==> src/rtl/loader_pkg.sv <==
// Shared types and constants for the byte-stream program loader.
package loader_pkg;

   localparam int WORD_BYTES = 4;

   typedef enum logic [2:0] {
      INIT,
      LEN,
      DATA,
      WRITE,
      RUN
   } loader_state_t;

endpackage

==> src/rtl/byte_packer.sv <==
// Packs a little-endian byte stream into words: the first byte of each group
// lands in bits [7:0]. The completed word is presented combinationally in the
// cycle its last byte is taken, so the parent can register it on that edge.
module byte_packer
   import loader_pkg::*;
(
   input  logic                      clk,
   input  logic                      reset,
   input  logic                      clear,
   input  logic                      take,
   input  logic [7:0]                byte_in,
   output logic [WORD_BYTES*8-1:0]   word,
   output logic                      word_done
);

   localparam int CW = $clog2(WORD_BYTES);
   localparam logic [CW-1:0] LAST_BYTE = CW'(WORD_BYTES - 1);

   logic [(WORD_BYTES-1)*8-1:0] shift_reg;
   logic [CW-1:0]               byte_cnt;

   assign word      = {byte_in, shift_reg};
   assign word_done = take && (byte_cnt == LAST_BYTE);

   // Shift each accepted byte in from the top and count bytes within the word;
   // clear drops any partially assembled word.
   always_ff @(posedge clk or negedge reset) begin
      if (!reset) begin
         shift_reg <= '0;
         byte_cnt  <= '0;
      end else if (clear) begin
         shift_reg <= '0;
         byte_cnt  <= '0;
      end else if (take) begin
         shift_reg <= word[WORD_BYTES*8-1:8];
         byte_cnt  <= byte_cnt + CW'(1);
      end
   end

endmodule

==> src/rtl/program_loader.sv <==
// Boot loader: receives a length-prefixed little-endian image, writes it word
// by word into instruction memory, then releases the core via run.
module program_loader
   import loader_pkg::*;
#(
   parameter logic [31:0] START_ADDR = 32'h8000_0000,
   parameter int          DEPTH      = 12
)
(
   input  logic             clk,
   input  logic             reset,
   input  logic             s_valid,
   input  logic [7:0]       s_data,
   output logic             s_ready,
   input  logic             reload,
   output logic [31:0]      insn_addr,
   output logic [31:0]      insn_din,
   output logic             insn_we,
   output logic             run,
   output logic             busy,
   output logic             err,
   output logic [DEPTH:0]   words_loaded
);

   localparam logic [32:0] MAX_WORDS = 33'd1 << DEPTH;

   loader_state_t state, state_next;
   logic [31:0]   len;
   logic [31:0]   word_idx;
   logic [31:0]   packed_word;
   logic          word_done;
   logic          take;

   assign s_ready = (state == LEN) || (state == DATA);
   assign busy    = s_ready || (state == WRITE);
   assign run     = (state == RUN);
   assign take    = s_valid && s_ready && !reload;

   byte_packer u_packer (
      .clk       (clk),
      .reset     (reset),
      .clear     (reload),
      .take      (take),
      .byte_in   (s_data),
      .word      (packed_word),
      .word_done (word_done)
   );

   // State register.
   always_ff @(posedge clk or negedge reset) begin
      if (!reset) begin
         state <= INIT;
      end else begin
         state <= state_next;
      end
   end

   // Next-state decode; reload restarts from the header regardless of state.
   always_comb begin
      state_next = state;
      if (reload) begin
         state_next = LEN;
      end else begin
         case (state)
            INIT:    state_next = LEN;
            LEN:     if (word_done) state_next = (packed_word == 32'd0) ? RUN : DATA;
            DATA:    if (word_done) state_next = WRITE;
            WRITE:   state_next = ((word_idx + 32'd1) == len) ? RUN : DATA;
            RUN:     state_next = RUN;
            default: state_next = INIT;
         endcase
      end
   end

   // Header capture, overflow flag, write-port registers and word counters.
   // insn_we doubles as the "this word was actually written" flag in WRITE.
   always_ff @(posedge clk or negedge reset) begin
      if (!reset) begin
         len          <= '0;
         word_idx     <= '0;
         words_loaded <= '0;
         err          <= 1'b0;
         insn_we      <= 1'b0;
         insn_addr    <= START_ADDR;
         insn_din     <= '0;
      end else if (reload) begin
         len          <= '0;
         word_idx     <= '0;
         words_loaded <= '0;
         err          <= 1'b0;
         insn_we      <= 1'b0;
      end else begin
         insn_we <= 1'b0;
         case (state)
            LEN: begin
               if (word_done) begin
                  len <= packed_word;
                  if ({1'b0, packed_word} > MAX_WORDS) begin
                     err <= 1'b1;
                  end
               end
            end
            DATA: begin
               if (word_done) begin
                  insn_din  <= packed_word;
                  insn_addr <= START_ADDR + (word_idx << 2);
                  insn_we   <= ({1'b0, word_idx} < MAX_WORDS);
               end
            end
            WRITE: begin
               word_idx <= word_idx + 32'd1;
               if (insn_we) begin
                  words_loaded <= words_loaded + (DEPTH+1)'(1);
               end
            end
            default: begin
            end
         endcase
      end
   end

endmodule
==> config.mk <==
export PLATFORM = sky130hd
export DESIGN_NAME = program_loader
export DESIGN_NICKNAME = d
export VERILOG_FILES = /design/src/rtl/loader_pkg.sv /design/src/rtl/byte_packer.sv /design/src/rtl/program_loader.sv
export SDC_FILE = /design/constraint.sdc
export NUM_CORES = 1
export LEC_CHECK = 0
export ABC_CLOCK_PERIOD_IN_PS = 3000
export CAP_MARGIN = 0
export CORE_UTILIZATION = 51
export DETAILED_ROUTE_END_ITERATION = 12
export PLACE_DENSITY = 0.76
export SETUP_SLACK_MARGIN = 0.02
export SLEW_MARGIN = 20
export SYNTH_ARGS = -nofsm -noshare
export SYNTH_HDL_FRONTEND = slang
export SYNTH_SLANG_ARGS = --single-unit
==> constraint.sdc <==
create_clock -name clk -period 3 [get_ports clk]
set_input_delay 0.45 -clock clk [delete_from_list [all_inputs] [get_ports clk]]
set_output_delay 0.45 -clock clk [all_outputs]
set_load 0.01 [all_outputs]
==> results.py, run 1 <==
metrics = {
    "critical_path": {
        "source_of_the_critical_timing_path": "word_idx[13]",
        "cp_slowest_cell": "sky130_fd_sc_hd__or4_4",
        "critPathBufInv": 0,
        "critical_path_depth": 7,
        "critPathMostFrequentCell": "sky130_fd_sc_hd__or4_4",
        "r2r-start": "word_idx[13]",
        "worst-setup-path-type": "reg -> reg",
        "critical_path.startpoint_type": "flop",
        "endpoint": "state[2]",
        "r2r.worst_path.cells": 7,
        "required_arrival_time_at_the_worst_endpoint_ps": 3330,
        "rr_endpoint": "state[2]",
        "crit_path_end_kind": "flop",
        "critPathTopFamily": "simple AND/OR/NAND/NOR gates",
        "crit_path_max_fanout": 6,
        "critical-path-max-stage-delay_ps": 550,
        "reg2reg_setup_slack_ps": 140,
        "worstPathArrival_ps": 3190,
        "path_cells": "nand4_2 > or4_4 > a311oi_2 > o22ai_1 > or4_1 > or4_4 > o41ai_2",
    },
    "logic_synthesis": {
        "synth-edff-count": 0,
        "postSynth.asyncResetShare_pct": 100,
        "yosysWarnings": 0,
        "yosys.cell_types.count": 63,
        "synth_largest_type_area_fraction_pct": 50.6,
        "synth-seq-area-share_pct": 50.9,
        "synthesis.area_per_instance_sq_um": 9.84,
        "syn_area_sq_um": 8360,
        "netlist_instances": 849,
        "synth_area_leader_cell": "sky130_fd_sc_hd__dfrtp_1",
        "ys.flop_type": "sky130_fd_sc_hd__dfrtp_1",
        "yosys_register_bits": 170,
        "netlist_top_cells_area": "sky130_fd_sc_hd__dfrtp_1 51%, sky130_fd_sc_hd__mux2_2 7.7%, sky130_fd_sc_hd__nand2_1 6.8%",
    },
    "timing": {
        "final.setup.tns_ps": 0,
        "max_slew.worst_pin.slew_ps": 935,
        "timing.final.setup_violations": 0,
        "final.setup_skew_ps": 5.48,
        "final-max-slew-violation-count": 0,
        "report.final.hold_viol_count": 0,
        "timing.max_slew.rel_slack_pct": 37.5,
        "clock.fmax_ghz": 0.350,
        "finalCritPeriodShare_pct": 95.3,
        "setup_repair_after_global_routing_missed_its_margin": "no",
        "period_needed_ps": 2860,
    },
    "layout": {
        "finish.net_count": 961,
        "area_growth_syn_to_layout_pct": 23.8,
        "most-common-layout-cells": "168 x sky130_fd_sc_hd__dfrtp_1, 151 x sky130_fd_sc_hd__nand2_1, 89 x sky130_fd_sc_hd__clkdlybuf4s50_1",
        "largest_registers": "insn_din (32), len (32), word_idx (32)",
        "n_antenna_cell": 0,
        "drive_above_1_share_pct": 17.0,
        "finalCoreUtilization_pct": 64.9,
        "post-route-cell-area_sq_um": 10300,
        "final_common_cell": "sky130_fd_sc_hd__dfrtp_1",
    },
    "grt": {
        "overflow": 0,
        "grt_usage_pct": 26.3,
        "pin_count_of_the_biggest_net_entering_global_routing": 80,
        "grt_pass1_vias": 6310,
        "antenna_found_initial": 0,
        "grt_first_pass_wirelength_microns": 33400,
    },
    "floorplan": {
        "floorplan.initialDensity_pct": 52.4,
        "die_outline_area_sq_um": 16900,
        "rows": 46,
        "ioPinCount": 94,
        "chipWidth_microns": 130,
        "floorplan.core_area_sq_um": 15900,
        "die_height_microns": 130,
    },
    "placed_design": {
        "io_buffer_count": 91,
        "dp_hpwl_microns": 14900,
        "dpl-instance-area_sq_um": 9670,
        "finalWeightedCongestion": 0.957,
    },
    "clocking": {
        "clock_sinks": 170,
        "clkLatencyLatePin_ps": 430,
        "cts_made_buffers": 17,
        "clockRootBuffer": "sky130_fd_sc_hd__clkbuf_16",
        "h-tree-depth": 4,
        "cts.reportedPaths.clkPinSlew_ps": 70,
        "number_of_buffers_between_clock_root_and_the_deepest_sink": 2,
        "cts_tree": "built",
    },
    "power": {
        "max-vdd-ir-drop_uv": 386,
        "finalPower_uw": 4870,
        "p_leak_uw": 0.00452,
        "power.density_cell_area_nw_per_um2": 470,
    },
    "detailed_routing": {
        "vias": 6668,
        "dr.first_iter.drc_count": 494,
        "wire_per_inst_microns": 17.9,
        "detail_route.vias_per_cell": 5.68,
        "dr.pass1.iters": 5,
        "drc": 0,
        "postRouteWirelength_microns": 21000,
        "drt.antenna.violating_nets": 0,
    },
    "job": {
        "maxCapViolCount": 0,
    },
    "run_status": {
        "outcome": "complete, no violations",
    },
    "hold_path": {
        "min-delay-path-class": "in -> async",
    },
}
==> layout make-up <==
| cell class | instances | area (sq um) |
|---|---|---|
| clock buffer | 19 | 443 |
| tap | 216 | 270 |
| fill | 1314 | 5590 |
| timing repair buffer | 141 | 1310 |
| inverter | 9 | 33.8 |
| multi-input combinational | 607 | 3850 |
| clock inverter | 12 | 190 |
| sequential | 170 | 4260 |
==> routing by layer <==
metal	vias to the layer above	share of wire [%]	wire length (microns)	GRT usage [%]
li1	3134	-	-	-
met1	3306	46	9580	36.9
met2	199	47	9810	40.6
met3	29	5.1	1060	5.08
met4	0	2.5	516	9.71
met5	-	0	0	0
==> power by group <==
part,leakage [uW],internal [uW],switching [uW]
clock,0.000307,1430,940
sequential,0.00236,2310,25.8
combinational,0.00185,46.2,119
==> kinds of logic (layout without fill, tap and decap cells) <==
| logic type | Yosys count | in the layout | share of synthesized area (%) |
|---|---|---|---|
| AOI/OAI and AO/OA | 133 | 133 | 9.42 |
| xor gates and xnor gates | 69 | 69 | 7.23 |
| adders and majority gates | 3 | 3 | 0.449 |
| buffers and inverters | 73 | 181 | 3.73 |
| DFF | 170 | 170 | 50.9 |
| muxes | 59 | 59 | 7.92 |
| other | 1 | 2 | 0.0449 |
| and+or+nand+nor | 341 | 341 | 20.3 |
==> per-stage QoR <==
step | hold WS (ps) | cells | worst slack (ps)
floorplan | 154 | 850 | 139
global placement | 459 | 1142 | 61.9
detailed placement | 481 | 1142 | 25.5
CTS | 77.6 | 1173 | 36.0
global route | 99.5 | 1174 | 19.3
finish | 39.1 | 1174 | 140
==> Yosys cell counts (all sizes together), types with 7 or more instances <==
cell type  count
nand3         19
a21oi         75
nand4         20
inv            9
xor2          32
nand2        152
nor2          58
clkbuf        39
mux2          57
xnor2         37
or3           17
nand3b         7
o21ai         26
dfrtp        169
nor4          25
buf           25
or4           13
nor3           7
==> worst min-delay path by stage <==
stage                  startpoint            end  cells past startpoint
detailed placement   insn_addr[9]   insn_addr[9]                      2
finish                      reset  insn_addr[12]                      1
global placement    insn_addr[15]  insn_addr[15]                      2
floorplan                   reset            err                      0
CTS                         reset  insn_addr[12]                      1
global route                reset  insn_addr[12]                      1
==> what timing repair did <==
item                       in CTS  in global routing
hold buffers                    0                  0
hold endpoints to repair        0                  0
gates resized for setup         1                  6
pin swaps                       0                  2
buffers inserted                0                  1
setup endpoints to repair       2                  2
Note: power is estimated with default switching activity, not from simulation.
==> run 2, diff against run 1 <==
--- a/config.mk
+++ b/config.mk
@@ -7,6 +7,7 @@
 export LEC_CHECK = 0
 export ABC_CLOCK_PERIOD_IN_PS = 3000
 export CAP_MARGIN = 0
+export CORE_MARGIN = 3
 export CORE_UTILIZATION = 51
 export DETAILED_ROUTE_END_ITERATION = 12
 export PLACE_DENSITY = 0.76
==> results.py, run 2 (same netlist as run 1, synthesis figures left out) <==
metrics = {
    "layout": {
        "finalCoreUtilization_pct": 64.7,
        "largest_registers": "insn_din (32), len (32), word_idx (32)",
        "filler_cell_count": 1308,
        "area_growth_syn_to_layout_pct": 23.4,
        "most-common-layout-cells": "167 x sky130_fd_sc_hd__dfrtp_1, 151 x sky130_fd_sc_hd__nand2_1, 89 x sky130_fd_sc_hd__clkdlybuf4s50_1",
        "n_antenna_cell": 0,
        "final_common_cell": "sky130_fd_sc_hd__dfrtp_1",
        "finish.net_count": 958,
        "drive_above_1_share_pct": 17.0,
    },
    "critical_path": {
        "critPathMostFrequentCell": "sky130_fd_sc_hd__or4_4",
        "critPathTopFamily": "simple AND/OR/NAND/NOR gates",
        "worst-setup-path-type": "reg -> reg",
        "crit_path_max_fanout": 6,
        "path_cells": "nand4_4 > or4_4 > a311oi_2 > o22ai_1 > or4_1 > or4_4 > o41ai_2",
        "worstPathArrival_ps": 3200,
        "critical-path-max-stage-delay_ps": 540,
        "critical_path.startpoint_type": "flop",
        "required_arrival_time_at_the_worst_endpoint_ps": 3330,
        "cp_slowest_cell": "sky130_fd_sc_hd__dfrtp_1",
        "crit_path_end_kind": "flop",
        "critPathBufInv": 0,
    },
    "timing": {
        "clock.fmax_ghz": 0.348,
        "finalCritPeriodShare_pct": 95.9,
        "max_slew.worst_pin.slew_ps": 875,
        "final-max-slew-violation-count": 0,
        "report.final.hold_viol_count": 0,
        "period_needed_ps": 2880,
        "final.setup.tns_ps": 0,
        "timing.max_slew.rel_slack_pct": 41.5,
        "final.setup_skew_ps": 8.14,
        "setup_repair_after_global_routing_missed_its_margin": "no",
        "timing.final.setup_violations": 0,
    },
    "grt": {
        "antenna_found_initial": 0,
        "grt_first_pass_wirelength_microns": 34700,
        "grt_pass1_vias": 6462,
        "overflow": 0,
        "pin_count_of_the_biggest_net_entering_global_routing": 70,
        "grt_usage_pct": 24.4,
    },
    "detailed_routing": {
        "dr.first_iter.drc_count": 433,
        "postRouteWirelength_microns": 21200,
        "wire_per_inst_microns": 18.1,
        "vias": 6713,
        "detail_route.vias_per_cell": 5.73,
        "dr.pass1.iters": 5,
        "drt.antenna.violating_nets": 0,
        "drc": 0,
    },
    "clocking": {
        "clockRootBuffer": "sky130_fd_sc_hd__clkbuf_16",
        "ctsHoldBuffers": 0,
        "clock_sinks": 170,
        "cts_made_buffers": 17,
        "clkLatencyLatePin_ps": 430,
        "cts.reportedPaths.clkPinSlew_ps": 60,
        "h-tree-depth": 4,
        "cts_tree": "built",
        "number_of_buffers_between_clock_root_and_the_deepest_sink": 2,
    },
    "floorplan": {
        "chipWidth_microns": 134,
        "rows": 46,
        "floorplan.initialDensity_pct": 52.4,
        "floorplan.core_area_sq_um": 15900,
        "ioPinCount": 94,
        "die_outline_area_sq_um": 18000,
        "die_height_microns": 134,
    },
    "hold_path": {
        "min-delay-path-class": "in -> async",
    },
    "power": {
        "p_leak_uw": 0.00449,
        "max-vdd-ir-drop_uv": 375,
        "power.density_cell_area_nw_per_um2": 463,
    },
    "job": {
        "maxCapViolCount": 0,
    },
    "placed_design": {
        "dp_hpwl_microns": 14900,
        "finalWeightedCongestion": 0.906,
        "io_buffer_count": 91,
    },
    "run_status": {
        "outcome": "complete, no violations",
    },
}
==> run 2: cell types whose count changed in the layout (fill, tap and decap cells not counted) <==
cell | previous run | this run
sky130_fd_sc_hd__bufinv_16 | 4 | 3
sky130_fd_sc_hd__inv_8 | 2 | 1
sky130_fd_sc_hd__dfrtp_2 | 1 | 2
sky130_fd_sc_hd__o21ai_1 | 0 | 1
sky130_fd_sc_hd__nor4_1 | 22 | 21
sky130_fd_sc_hd__o21ai_0 | 26 | 25
sky130_fd_sc_hd__buf_6 | 1 | 2
sky130_fd_sc_hd__dfrtp_1 | 168 | 167
sky130_fd_sc_hd__inv_6 | 1 | 2
sky130_fd_sc_hd__clkinvlp_4 | 1 | 2
sky130_fd_sc_hd__nor4_2 | 2 | 3
sky130_fd_sc_hd__buf_4 | 49 | 45
==> run 2: worst paths after layout <==
path                                    start       endpoint  cells past startpoint  slack, ps
max in group asynchronous               reset  insn_addr[31]                      2       2230
worst min register to register  insn_addr[15]  insn_addr[15]                      2        480
min in group clk                insn_addr[15]  insn_addr[15]                      2        480
worst max-delay path              word_idx[2]       state[2]                      7        120
worst min-delay path                    reset  insn_addr[12]                      1         10
worst max register to register    word_idx[2]       state[2]                      7        120
==> run 2: cell type report <==
class	instances	area [sq um]	share of cell area (%)
inverters	9	33.8	0.328
well taps	216	270	2.62
clock buffers	19	443	4.29
flip-flops and latches	170	4260	41.3
multi-input cells	607	3850	37.4
clock inverters	12	165	1.60
repair buffers	138	1290	12.5
==> run 2: what timing repair did <==
| action | 4_1_cts | 5_1_grt |
|---|---|---|
| endpoints found under the setup margin | 0 | 2 |
| resized for setup | 0 | 11 |
| setup buffers | 0 | 1 |
==> run 2: metal layers <==
metal  wire length [microns]  GRT usage [%]
met1                    9430           35.2
met2                    9670           36.6
met3                    1390           4.61
met4                     675           9.84
met5                       0              0
==> run 2: through the flow <==
stage | instances | worst slack, ps | hold WS (ps) | area (sq um) | total power (uW)
2_1_floorplan | 850 | 139 | 154 | 8360 | 2440
3_5_place_dp | 1139 | 61.3 | 471 | 9640 | 2540
5_1_grt | 1171 | 0.357 | 61.8 | 10300 | 4930
6_report | 1171 | 124 | 9.70 | 10300 | 4770
4_1_cts | 1170 | 34.3 | 47.7 | 10300 | 4810
3_3_place_gp | 1139 | 173 | 459 | 9640 | 2540
==> run 2: where the power goes <==
part / switching (uW) / total [uW] / internal [uW]
Clock: 934 / 2270 / 1340
Sequential: 24.9 / 2330 / 2310
Combinational: 119 / 165 / 46.5
Total: 1080 / 4770 / 3690
==> run 3, diff against run 2 <==
--- a/config.mk
+++ b/config.mk
@@ -5,11 +5,12 @@
 export SDC_FILE = /design/constraint.sdc
 export NUM_CORES = 1
 export LEC_CHECK = 0
-export ABC_CLOCK_PERIOD_IN_PS = 3000
+export ABC_CLOCK_PERIOD_IN_PS = 2450
 export CAP_MARGIN = 0
 export CORE_MARGIN = 3
 export CORE_UTILIZATION = 51
 export DETAILED_ROUTE_END_ITERATION = 12
+export MAX_ROUTING_LAYER = met4
 export PLACE_DENSITY = 0.76
 export SETUP_SLACK_MARGIN = 0.02
 export SLEW_MARGIN = 20
==> constraint.sdc (replaced) <==
create_clock -name clk -period 2.45 [get_ports clk]
set_input_delay 0.3675 -clock clk [delete_from_list [all_inputs] [get_ports clk]]
set_output_delay 0.3675 -clock clk [all_outputs]
set_load 0.01 [all_outputs]
==> results.py, run 3 (same netlist as run 1, synthesis figures left out) <==
metrics = {
    "run_status": {
        "outcome": "finished, violations left",
        "failed_checks": "setup timing",
    },
    "hold_path": {
        "min_delay_path_depth": 2,
        "min-delay-path-class": "in -> reg",
    },
    "layout": {
        "final-instance-count-excl-fill": 1240,
        "area_growth_syn_to_layout_pct": 30.2,
        "n_antenna_cell": 0,
        "final_common_cell": "sky130_fd_sc_hd__dfrtp_1",
        "finalCoreUtilization_pct": 68.3,
        "most-common-layout-cells": "168 x sky130_fd_sc_hd__dfrtp_1, 151 x sky130_fd_sc_hd__nand2_1, 110 x sky130_fd_sc_hd__buf_4",
        "largest_registers": "insn_din (32), len (32), word_idx (32)",
        "finish.net_count": 1026,
        "filler_cell_count": 1214,
        "drive_above_1_share_pct": 22.9,
    },
    "floorplan": {
        "die_height_microns": 134,
        "ioPinCount": 94,
        "floorplan.initialDensity_pct": 52.4,
        "chipWidth_microns": 134,
        "floorplan.core_area_sq_um": 15900,
        "die_outline_area_sq_um": 18000,
        "rows": 46,
    },
    "power": {
        "power.density_cell_area_nw_per_um2": 536,
        "p_int_uw": 4550,
        "p_sw_uw": 1280,
        "p_leak_uw": 0.00485,
        "clock_power_share_pct": 47.0,
        "p_seq_share_pct": 48.8,
        "finalPower_uw": 5840,
        "pwr-share-comb_pct": 4.2,
        "max-vdd-ir-drop_uv": 472,
        "sw_frac_of_total_pct": 22.0,
    },
    "detailed_routing": {
        "postRouteWirelength_microns": 22800,
        "dr.first_iter.drc_count": 496,
        "wire_per_inst_microns": 18.4,
        "detail_route.vias_per_cell": 5.62,
        "dr.pass1.iters": 5,
        "vias": 6968,
        "drt.antenna.violating_nets": 0,
        "drc": 0,
    },
    "critical_path": {
        "r2r.worst_path.cells": 8,
        "critical_path_depth": 8,
        "required_arrival_time_at_the_worst_endpoint_ps": 2780,
        "critPathTopFamily": "simple AND/OR/NAND/NOR gates",
        "crit_path_end_kind": "flop",
        "worstPathArrival_ps": 3140,
        "cp_slowest_cell": "sky130_fd_sc_hd__or4_4",
        "path_cells": "ha_4 > nand3_2 > or3_4 > or4_1 > a22oi_2 > nand4_1 > or4_4 > o41ai_2",
        "critical_path.startpoint_type": "flop",
        "crit_path_max_fanout": 3,
        "worst-setup-path-type": "reg -> reg",
        "critPathBufInv": 0,
        "critical-path-max-stage-delay_ps": 560,
    },
    "grt": {
        "grt_first_pass_wirelength_microns": 37000,
        "overflow": 0,
        "grt_usage_pct": 27.2,
        "antenna_found_initial": 0,
        "grt_pass1_vias": 6866,
        "pin_count_of_the_biggest_net_entering_global_routing": 71,
    },
    "timing": {
        "holdWs_ps": 409,
        "report.final.hold_viol_count": 0,
        "final.setup_skew_ps": 5.30,
        "timing.final.setup_violations": 2,
        "timing.max_slew.rel_slack_pct": 56.2,
        "period_needed_ps": 2810,
        "final-max-slew-violation-count": 0,
        "setup_repair_after_global_routing_missed_its_margin": "yes",
        "finalWorstSetupSlack_ps": -355,
        "finalCritPeriodShare_pct": 115,
        "clock.fmax_ghz": 0.356,
        "max_slew.worst_pin.slew_ps": 650,
    },
    "clocking": {
        "cts_tree": "built",
        "cts_made_buffers": 17,
        "number_of_buffers_between_clock_root_and_the_deepest_sink": 2,
        "h-tree-depth": 4,
        "clkLatencyLatePin_ps": 430,
        "cts.reportedPaths.clkPinSlew_ps": 60,
        "clockRootBuffer": "sky130_fd_sc_hd__clkbuf_16",
        "clock_sinks": 170,
    },
    "job": {
        "maxCapViolCount": 0,
    },
    "placed_design": {
        "finalWeightedCongestion": 1.00,
        "place.detailed.instances": 1205,
        "dp_hpwl_microns": 16200,
        "io_buffer_count": 91,
        "dpl_worst_slack_ps": -311,
    },
}
run 3: cell types whose count changed in the layout (fill, tap and decap cells not counted), sizes merged:
cell / before / now
inv: 12 / 11
clkbuf: 19 / 24
dlygate4sd3: 0 / 1
bufinv: 3 / 2
clkinv: 4 / 2
buf: 49 / 116
run 3: area by class of cell:
cell class	count	area (sq um)	area share (%)
Sequential cell	170	4260	39.1
Clock inverter	8	106	0.977
Clock buffer	24	502	4.61
Timing Repair Buffer	206	1830	16.8
Inverter	9	33.8	0.310
Tap cell	216	270	2.48
Multi-Input combinational cell	607	3880	35.7
run 3: worst paths after layout:
check	startpoint	end	slack, ps
max	word_idx[1]	state[2]	-360
min	reload	words_loaded[3]	410
max reg2reg	word_idx[1]	state[2]	-360
min reg2reg	insn_addr[6]	insn_addr[6]	480
max in group asynchronous	reset	word_idx[0]	1230
min in group asynchronous	reset	insn_addr[15]	450
run 3: per-stage QoR:
step	TNS [ps]	instance area [sq um]
after floorplan	-546	8400
after global placement	-600	10200
after detailed placement	-619	10200
after CTS	-602	10800
after global routing	-833	10900
final	-702	10900
run 3: power groups by stage:
stage                     clock (uW)  combinational, uW  sequential (uW)
final                           2740                248             2850
after global routing            2910                276             2850
after CTS                       2790                249             2850
after detailed placement           0                245             2900
after global placement             0                243             2900
after floorplan                    0               92.7             2900
run 3: worst reg2reg max path, delay by kind of cell, from the launching register on:
kind | cells | cell delay, ps
AND/OR/NAND/NOR | 5 | 1760
flip-flops | 1 | 420
AO/OA/AOI/OAI | 2 | 370
adder cells (fa/ha/maj) | 1 | 160
run 3: what timing repair did:
item,CTS,global route
setup buffers,1,1
pin swaps,3,2
hold endpoints to repair,44,0
hold buffers,1,0
gates resized for setup,2,9
endpoints found under the setup margin,2,4
run 3: routing by layer:
| metal | global-route usage [%] | share of wire [%] | vias to the layer above |
|---|---|---|---|
| met4 | 12.3 | 3.8 | 0 |
| met1 | 36.9 | 44 | 3413 |
| met2 | 40.9 | 48 | 226 |
| met5 | - | 0 | - |
| li1 | - | - | 3276 |
| met3 | 4.13 | 5.1 | 53 |
